[src/rtl/mul_seq_if.sv]
// ---------------------------------------------------------------------------
// mul_seq_if
//   Port group between the sequential multiplier, its requester and the
//   external adder32 it borrows.
//
//   Requester side : start_in, flush_in, a_in, b_in -> busy, done, product
//   Adder side     : add_a, add_b, add_cin -> adder32; add_sum, add_cout back
//
//   slave  : seen from mul_seq
//   master : seen from the requester / adder owner
// ---------------------------------------------------------------------------
interface mul_seq_if;
    logic        start_in;
    logic        flush_in;
    logic [31:0] a_in;
    logic [31:0] b_in;
    logic        busy;
    logic        done;
    logic [63:0] product;
    logic [31:0] add_a;
    logic [31:0] add_b;
    logic        add_cin;
    logic [31:0] add_sum;
    logic        add_cout;

    modport slave (
        input  start_in, flush_in, a_in, b_in, add_sum, add_cout,
        output busy, done, product, add_a, add_b, add_cin
    );

    modport master (
        output start_in, flush_in, a_in, b_in, add_sum, add_cout,
        input  busy, done, product, add_a, add_b, add_cin
    );
endinterface

[src/rtl/mul_seq.sv]
// ---------------------------------------------------------------------------
// mul_seq
//   32x32 unsigned shift-add multiplier controller. Owns no adder: it drives
//   an external combinational adder32 through the bus port group for 32
//   iterations and assembles a 64-bit product.
//
//   clk   : rising-edge clock
//   rst_n : asynchronous active-low reset
//   bus   : mul_seq_if.slave
//           start_in/a_in/b_in  request, sampled only in IDLE
//           flush_in            abort while in RUN
//           busy                high in RUN and DONE
//           done                one-cycle completion pulse
//           product             result register, holds until next completion
//           add_a/add_b/add_cin adder operands (zero outside RUN, cin = 0)
//           add_sum/add_cout    adder result, only looked at in RUN
//
//   BYPASS_ZERO : a zero operand at start skips RUN and completes with 0.
// ---------------------------------------------------------------------------
module mul_seq #(
    parameter bit BYPASS_ZERO = 1'b1
) (
    input  logic     clk,
    input  logic     rst_n,
    mul_seq_if.slave bus
);

    typedef enum logic [1:0] {
        IDLE = 2'd0,
        RUN  = 2'd1,
        DONE = 2'd2
    } state_t;

    state_t      state, state_n;
    logic [31:0] mcand;
    logic [31:0] hi;
    logic [31:0] lo;
    logic [4:0]  count;
    logic [63:0] product_q;

    logic        zero_hit;
    logic        last_iter;

    assign zero_hit  = BYPASS_ZERO && ((bus.a_in == 32'd0) || (bus.b_in == 32'd0));
    assign last_iter = (count == 5'd31);

    // -----------------------------------------------------------------------
    // State register
    // -----------------------------------------------------------------------
    always_ff @(posedge clk or negedge rst_n) begin
        if (!rst_n) state <= IDLE;
        else        state <= state_n;
    end

    // -----------------------------------------------------------------------
    // Next state and outputs
    // -----------------------------------------------------------------------
    always_comb begin
        state_n     = state;
        bus.busy    = 1'b0;
        bus.done    = 1'b0;
        bus.add_a   = 32'd0;
        bus.add_b   = 32'd0;
        bus.add_cin = 1'b0;
        case (state)
            IDLE: begin
                // flush_in has no meaning here, so a simultaneous start wins
                if (bus.start_in) state_n = zero_hit ? DONE : RUN;
            end
            RUN: begin
                bus.busy  = 1'b1;
                bus.add_a = hi;
                // lo[0] is the multiplier bit for this iteration
                bus.add_b = lo[0] ? mcand : 32'd0;
                if (bus.flush_in)   state_n = IDLE;
                else if (last_iter) state_n = DONE;
            end
            DONE: begin
                bus.busy = 1'b1;
                bus.done = 1'b1;
                state_n  = IDLE;
            end
            default: state_n = IDLE;
        endcase
    end

    // -----------------------------------------------------------------------
    // Datapath. {hi,lo} is the running partial product; each iteration adds
    // the (gated) multiplicand into hi and shifts the pair right by one, with
    // the adder carry landing in hi[31] so nothing is lost.
    // -----------------------------------------------------------------------
    always_ff @(posedge clk or negedge rst_n) begin
        if (!rst_n) begin
            mcand     <= 32'd0;
            hi        <= 32'd0;
            lo        <= 32'd0;
            count     <= 5'd0;
            product_q <= 64'd0;
        end else begin
            case (state)
                IDLE: begin
                    if (bus.start_in) begin
                        mcand <= bus.a_in;
                        hi    <= 32'd0;
                        lo    <= bus.b_in;
                        count <= 5'd0;
                        if (zero_hit) product_q <= 64'd0;
                    end
                end
                RUN: begin
                    // A flushed iteration is dropped; the registers are
                    // reloaded on the next accepted start anyway.
                    if (!bus.flush_in) begin
                        hi    <= {bus.add_cout, bus.add_sum[31:1]};
                        lo    <= {bus.add_sum[0], lo[31:1]};
                        count <= count + 5'd1;
                        // Final iteration: take the shifted result straight
                        // from the adder instead of waiting for hi/lo.
                        if (last_iter)
                            product_q <= {bus.add_cout, bus.add_sum, lo[31:1]};
                    end
                end
                default: ;
            endcase
        end
    end

    assign bus.product = product_q;

endmodule

[src/flat_wrapper.sv]
// flat-port wrapper written by rule: the top's interface ports become plain ports
module mul_seq_flat 
#(
    parameter bit BYPASS_ZERO = 1'b1
)
  (clk, rst_n, bus_start_in, bus_flush_in, bus_a_in, bus_b_in, bus_add_sum, bus_add_cout, bus_busy, bus_done, bus_product, bus_add_a, bus_add_b, bus_add_cin);
  mul_seq_if bus_i ();
  input  logic clk;
  input  logic rst_n;
  input wire logic [$bits(bus_i.start_in)-1:0] bus_start_in;
  input wire logic [$bits(bus_i.flush_in)-1:0] bus_flush_in;
  input wire logic [$bits(bus_i.a_in)-1:0] bus_a_in;
  input wire logic [$bits(bus_i.b_in)-1:0] bus_b_in;
  input wire logic [$bits(bus_i.add_sum)-1:0] bus_add_sum;
  input wire logic [$bits(bus_i.add_cout)-1:0] bus_add_cout;
  output wire logic [$bits(bus_i.busy)-1:0] bus_busy;
  output wire logic [$bits(bus_i.done)-1:0] bus_done;
  output wire logic [$bits(bus_i.product)-1:0] bus_product;
  output wire logic [$bits(bus_i.add_a)-1:0] bus_add_a;
  output wire logic [$bits(bus_i.add_b)-1:0] bus_add_b;
  output wire logic [$bits(bus_i.add_cin)-1:0] bus_add_cin;
  assign bus_i.start_in = bus_start_in;
  assign bus_i.flush_in = bus_flush_in;
  assign bus_i.a_in = bus_a_in;
  assign bus_i.b_in = bus_b_in;
  assign bus_i.add_sum = bus_add_sum;
  assign bus_i.add_cout = bus_add_cout;
  assign bus_busy = bus_i.busy;
  assign bus_done = bus_i.done;
  assign bus_product = bus_i.product;
  assign bus_add_a = bus_i.add_a;
  assign bus_add_b = bus_i.add_b;
  assign bus_add_cin = bus_i.add_cin;
  mul_seq #(.BYPASS_ZERO(BYPASS_ZERO)) u_core (.clk(clk), .rst_n(rst_n), .bus(bus_i));
endmodule
[config.mk]
export PLATFORM = sky130hd
export DESIGN_NAME = mul_seq_flat
export DESIGN_NICKNAME = d
export VERILOG_FILES = /design/src/rtl/mul_seq_if.sv /design/src/rtl/mul_seq.sv /design/src/flat_wrapper.sv
export SDC_FILE = /design/constraint.sdc
export NUM_CORES = 1
export LEC_CHECK = 0
export CORE_ASPECT_RATIO = 1.5
export CORE_MARGIN = 1
export CORE_UTILIZATION = 34
export CTS_CLUSTER_DIAMETER = 60
export DETAILED_ROUTE_END_ITERATION = 8
export GPL_ROUTABILITY_DRIVEN = 0
export MAX_ROUTING_LAYER = met4
export SLEW_MARGIN = 20
export SYNTH_ARGS = -nofsm -noshare
export SYNTH_HDL_FRONTEND = slang
export SYNTH_SLANG_ARGS = --single-unit
[constraint.sdc]
create_clock -name clk -period 1.9 [get_ports clk]
set_input_delay 0.38 -clock clk [delete_from_list [all_inputs] [get_ports clk]]
set_output_delay 0.38 -clock clk [all_outputs]
set_load 0.02 [all_outputs]
# Word level (Yosys, flattened, before mapping)
# Index checks and enable logic that the tools add are counted.
[totals]
ff_bits = 167
input_bits = 101
out_inout_bits = 131
elab_cells = 49
[classes]
n_addsub = 1
eq_ne = 8
muxes = 24
reduce_logical = 10
[ops]
columns = ["cell", "n"]
rows = [
  ["64-bit two-way mux", 4],
  ["32-bit two-way mux", 7],
  ["32-bit case mux with 2 select lines", 2],
  ["64-bit case mux with 2 select lines", 1],
  ["32-bit logical NOT", 2],
  ["5-bit two-way mux", 2],
  ["5-bit case mux with 2 select lines", 1],
  ["2-bit two-way mux", 4],
  ["5-bit by 1-bit adder with 5-bit output (second input constant)", 1],
  ["5-bit equality test (second input constant)", 1],
  ["5-bit AND reduction", 1],
  ["2-bit by 1-bit inequality test with 1-bit output (second input constant)", 2],
  ["2-bit inequality test (second input constant)", 2],
  ["2-bit case mux with 2 select lines", 1],
  ["2-bit AND reduction", 2],
  ["3-bit by 2-bit inequality test with 1-bit output (second input constant)", 1],
  ["3-bit AND reduction", 1],
  ["2-bit by 1-bit equality test with 1-bit output (second input constant)", 1],
  ["2-bit equality test (second input constant)", 1],
  ["2-bit logical NOT", 1],
  ["1-bit two-way mux", 2],
  ["2-bit nonzero test", 1],
  ["2-bit OR reduction", 1],
  ["1-bit logical OR", 1],
]

# Depth between registers and ports, before layout
[depth]
depth_word = 5
ltp_mapped = 10
mapped_depth_nobuf = 7

# Least setup slack after synthesis
# Ideal clock, no wire load.
[synth_timing]
path_type = "flip-flop to output port"
start = "register u_core.state[1]"
end = "output bus_add_b[0]"
arrival_time_ns = 1.625
required_time_ns = 1.520
path_slack_ns = -0.105
path_stages_with_launch = 7
path_buffers = 3
path_cell_list = "dfrtp_1 inv_1 ha_1 buf_2 buf_2 clkbuf_1 and3_1"
[synth_via]
elab_chain_cells = 2
[synth_lines]
columns = ["element", "line_no", "text"]
rows = [
  ["start: declaration", "mul_seq.sv:34", "state_t state, state_n;"],
  ["start signal: assignment", "mul_seq.sv:52", "else state <= state_n;"],
  ["2-bit by 1-bit equality test with 1-bit output", "mul_seq.sv:65", "case (state)"],
  ["32-bit two-way mux", "mul_seq.sv:65", ""],
  ["end: declaration", "flat_wrapper.sv:20", "output wire logic [$bits(bus_i.add_b)-1:0] bus_add_b;"],
]
# Every way passes these cells.

# Final worst setup path
[layout_timing]
start = "input bus_a_in[16]"
end = "register u_core.product_q[21] (netlist: u_core.bus.product[21])"
[layout_via]
elab_chain_cells = 4
[layout_lines]
columns = ["element", "line_no", "text"]
rows = [
  ["start: declaration", "flat_wrapper.sv:12", "input wire logic [$bits(bus_i.a_in)-1:0] bus_a_in;"],
  ["32-bit logical NOT", "mul_seq.sv:44", "assign zero_hit = BYPASS_ZERO && ((bus.a_in == 32'd0) || (bus.b_in == 32'd0));"],
  ["1-bit logical OR", "mul_seq.sv:44", ""],
  ["2-bit by 1-bit inequality test with 1-bit output (no source line)", "--", ""],
  ["5-bit AND reduction (no source line)", "--", ""],
  ["end signal: assignment", "mul_seq.sv:120", "product_q <= {bus.add_cout, bus.add_sum, lo[31:1]};"],
  ["end: declaration", "mul_seq.sv:39", "logic [63:0] product_q;"],
]
# Every way passes these cells.
# A chain may end at the register's enable or synchronous reset.

==> summary.txt <==
Outcome
  • Status: finished with violations
  • Failing checks: negative setup slack

Cells and area
  • Share of cells above drive strength 1: ~31%
  • Finished layout cell area: 0.01240 mm2
  • Post-layout util: 56.86%
  • Post-route insts no fill: 1311
  • Area grow syn2layout: 63.80%
  • Final net count: 1131

Clock tree
  • Clock sink total: about 170
  • Worst-path clk slew: 0.07 ns
  • CTS tree: yes
  • Root Driver: clkbuf_16
  • CTS max path bufs: 2
  • CTS buffer count: 17
  • Worst-skew pair later-pin latency: around 0.43 ns
  • CTS H-tree lvls: 4

Floorplanning
  • Die height: 184.7 um
  • Die footprint: roughly 0.023 mm2
  • Placement row count: 66
  • Chip width: 123.8 um
  • Core area: 0.02180 mm2
  • Initial Utilization: 34.72%
  • Io pins: 232

Yosys
  • Mean post-synth cell area: 10.74 um2
  • Mapped Cells: around 710
  • Seq/Total Area, Yosys: 55.22%
  • EDFF count, synth: 0
  • YS warnings: 0
  • Yosys top cell by area: dfrtp_1
  • Synth cell count leaders: dfrtp_1 (167), nand2_1 (105), o21ai_1 (65)
  • Top_reg_cell synth: dfrtp_1
  • Syn nets: ~810
  • Area fraction of the dominant cell type after synthesis: 55.22%
  • Distinct cells, synth: 39
  • Cell area after synthesis: 0.007569 mm2
  • Synth top area cells: dfrtp_1 (55%), mux2i_1 (8.5%), nand2_1 (5.2%), o21ai_1 (4.3%), o2bb2ai_1 (3.7%)
  • Flops & latches, synth: 167
  • Async SR Flop Fraction: 100.0%
  • Most frequent cell after synthesis: dfrtp_1

Route
  • Final wirelength: 24.50 mm
  • DRT Pass-1 Iters: 4
  • Vias post-DR: 6468
  • Routed wire per std cell: 18.69 um
  • Detail Route Antenna Nets: 0
  • Initial DRC count: about 230
  • Post-detailed-route via-to-cell ratio: a little under 5
  • Residual DRC count: 0

Timing
  • Fmax: 488.4 MHz
  • RSZ-0062 raised after global routing: true
  • Final Hold Vio Count: 0
  • Final worst slack: -0.1474 ns
  • Ratio of final minimum period to clock period: 107.8%
  • Clock Skew: approximately 0.013 ns
  • Max Slew Vio Count: 0
  • Endpoints failing setup: around 120
  • Fin crit period: 2.047 ns
  • Setup_tns: -10.77 ns

Hold path
  • WHS Path Cells: 3
  • HP Class: input pin to flip-flop

Global route
  • Antenna violations before repair: 1
  • Largest net degree at the start of global routing: 45
  • Total GRT Usage: around a fifth
  • Grt ovf: 0
  • Vias in the first global route: 6285
  • First-pass GRT wire length: 33.35 mm

Worst setup path
  • Critical Path Source Type: input pin
  • Worst Reg-to-Reg Cells: 11
  • CP Cell Sequence: clkdlybuf4s50_1, nor4_2, and4_1, buf_6, a221oi_4, nand2b_4, buf_6, buf_4, buf_6, o2bb2ai_1
  • Slowest Stage Delay on Critical Path: 0.45 ns
  • Worst-path maximum fanout: 4
  • Crit Path Class: input pin to flip-flop
  • Most frequent CP cell: buf_6
  • Data arrival time of the worst path: around 2.4 ns
  • Setup crit end kind: flip-flop
  • CP max stage cell: clkdlybuf4s50_1
  • WP data required: 2.20 ns

Power
  • Lkg Pwr: 5.669 nW
  • Peak supply drop: 0.9272 mV
  • Pwr Density: 1664 mW/mm2
  • Total power: 20.63 mW

Place
  • Inst Count DP: 1225
  • Post-DP Area: approximately 0.011 mm2
  • Port buffer count: 230
  • Detailed placer's ending HPWL: 15.44 mm

Job
  • Max_cap viols: 0
-- final timing paths --
| path | start | end | slack [ns] |
|---|---|---|---|
| max in group asynchronous | rst_n | u_core.lo[16] | 0.81 |
| worst max register to register | u_core.state[1] | u_core.bus.product[21] | -0.14 |
| worst min register to register | u_core.hi[13] | u_core.hi[13] | 0.48 |
| min in group asynchronous | rst_n | u_core.lo[9] | 0.44 |
| worst max-delay path | bus_a_in[16] | u_core.bus.product[21] | -0.15 |
| worst min-delay path | bus_b_in[29] | u_core.lo[29] | 0.35 |
-- what timing repair did --
item / in CTS / in global routing
cloned: 1 / 22
setup endpoints to repair: 130 / 189
gates resized for setup: 356 / 96
setup buffers: 2 / 29
hold buffers: 1 / 0
pin swaps: 0 / 7
hold endpoints to repair: 38 / 0
-- sequential cells by signal, summed over array words and instances (netlist names) --
name and count:
u_core.bus.product 64, u_core.count 5, u_core.hi 32, u_core.lo 32, u_core.mcand 32, u_core.state 2
-- power by group --
group          internal (mW)  total (mW)  switching [mW]
combinational           5.62        10.9            5.28
clock                   1.89        3.53            1.64
sequential              5.19        6.20            1.01
total                   12.7        20.6            7.93
-- through the flow --
step | hold slack, ns | setup slack [ns]
finish | 0.3497 | -0.1474
global route | 0.3573 | -0.2078
CTS | 0.4651 | -0.1407
detailed placement | 0.3528 | -0.4986
global placement | 0.3512 | -0.4561
floorplan | 0.08441 | 0.01015
-- cell families (layout without fill, tap and decap cells) --
logic type | count (synthesis) | in the layout | synth area share, %
simple gates | 231 | 231 | 15.09
flops | 167 | 167 | 55.22
compound gates | 111 | 113 | 9.440
mux | 97 | 97 | 13.41
buf+inv | 91 | 422 | 5.736
fa+ha+maj | 5 | 5 | 0.8266
xor+xnor | 2 | 2 | 0.2315
other cells | 1 | 2 | 0.04955
-- cell usage in the layout, fill, tap and decap left out, types with 4 or more instances in the layout --
master / instances
o2bb2ai_1: 29
and2_4: 13
inv_1: 36
and2_2: 19
and3_4: 25
mux2i_1: 64
mux2_1: 13
nor4_2: 6
o21ai_1: 62
nor2_1: 5
buf_4: 89
and3_1: 6
mux2_2: 19
nor4_1: 10
buf_6: 59
nand3_1: 32
inv_8: 4
nand2_1: 105
clkdlybuf4s50_1: 161
clkbuf_16: 34
dfrtp_1: 167
buf_12: 21
-- metal layers --
layer,GRT usage [%],routed length (um),vias up
li1,-,-,3080
met1,22.76,9954,3191
met2,33.69,12980,174
met3,3.744,1180,23
met4,7.181,385,0
met5,-,0,-
-- worst max-delay path: cells and delay by family --
family / cells / cell delay, ns
buf+inv: 5 / 0.98
simple gates: 3 / 0.81
compound gates: 2 / 0.17
-- layout make-up --
cell class,count,area [um2]
fillers,1920,9404
flip-flops and latches,167,4179
repair buffers,353,3846
multi-input cells,449,3283
clock buffers,17,425.4
well taps,272,340.3
clock inverters,15,181.4
inverters,37,138.9
diodes,1,2.502
Power figures use the tool's default switching activity.
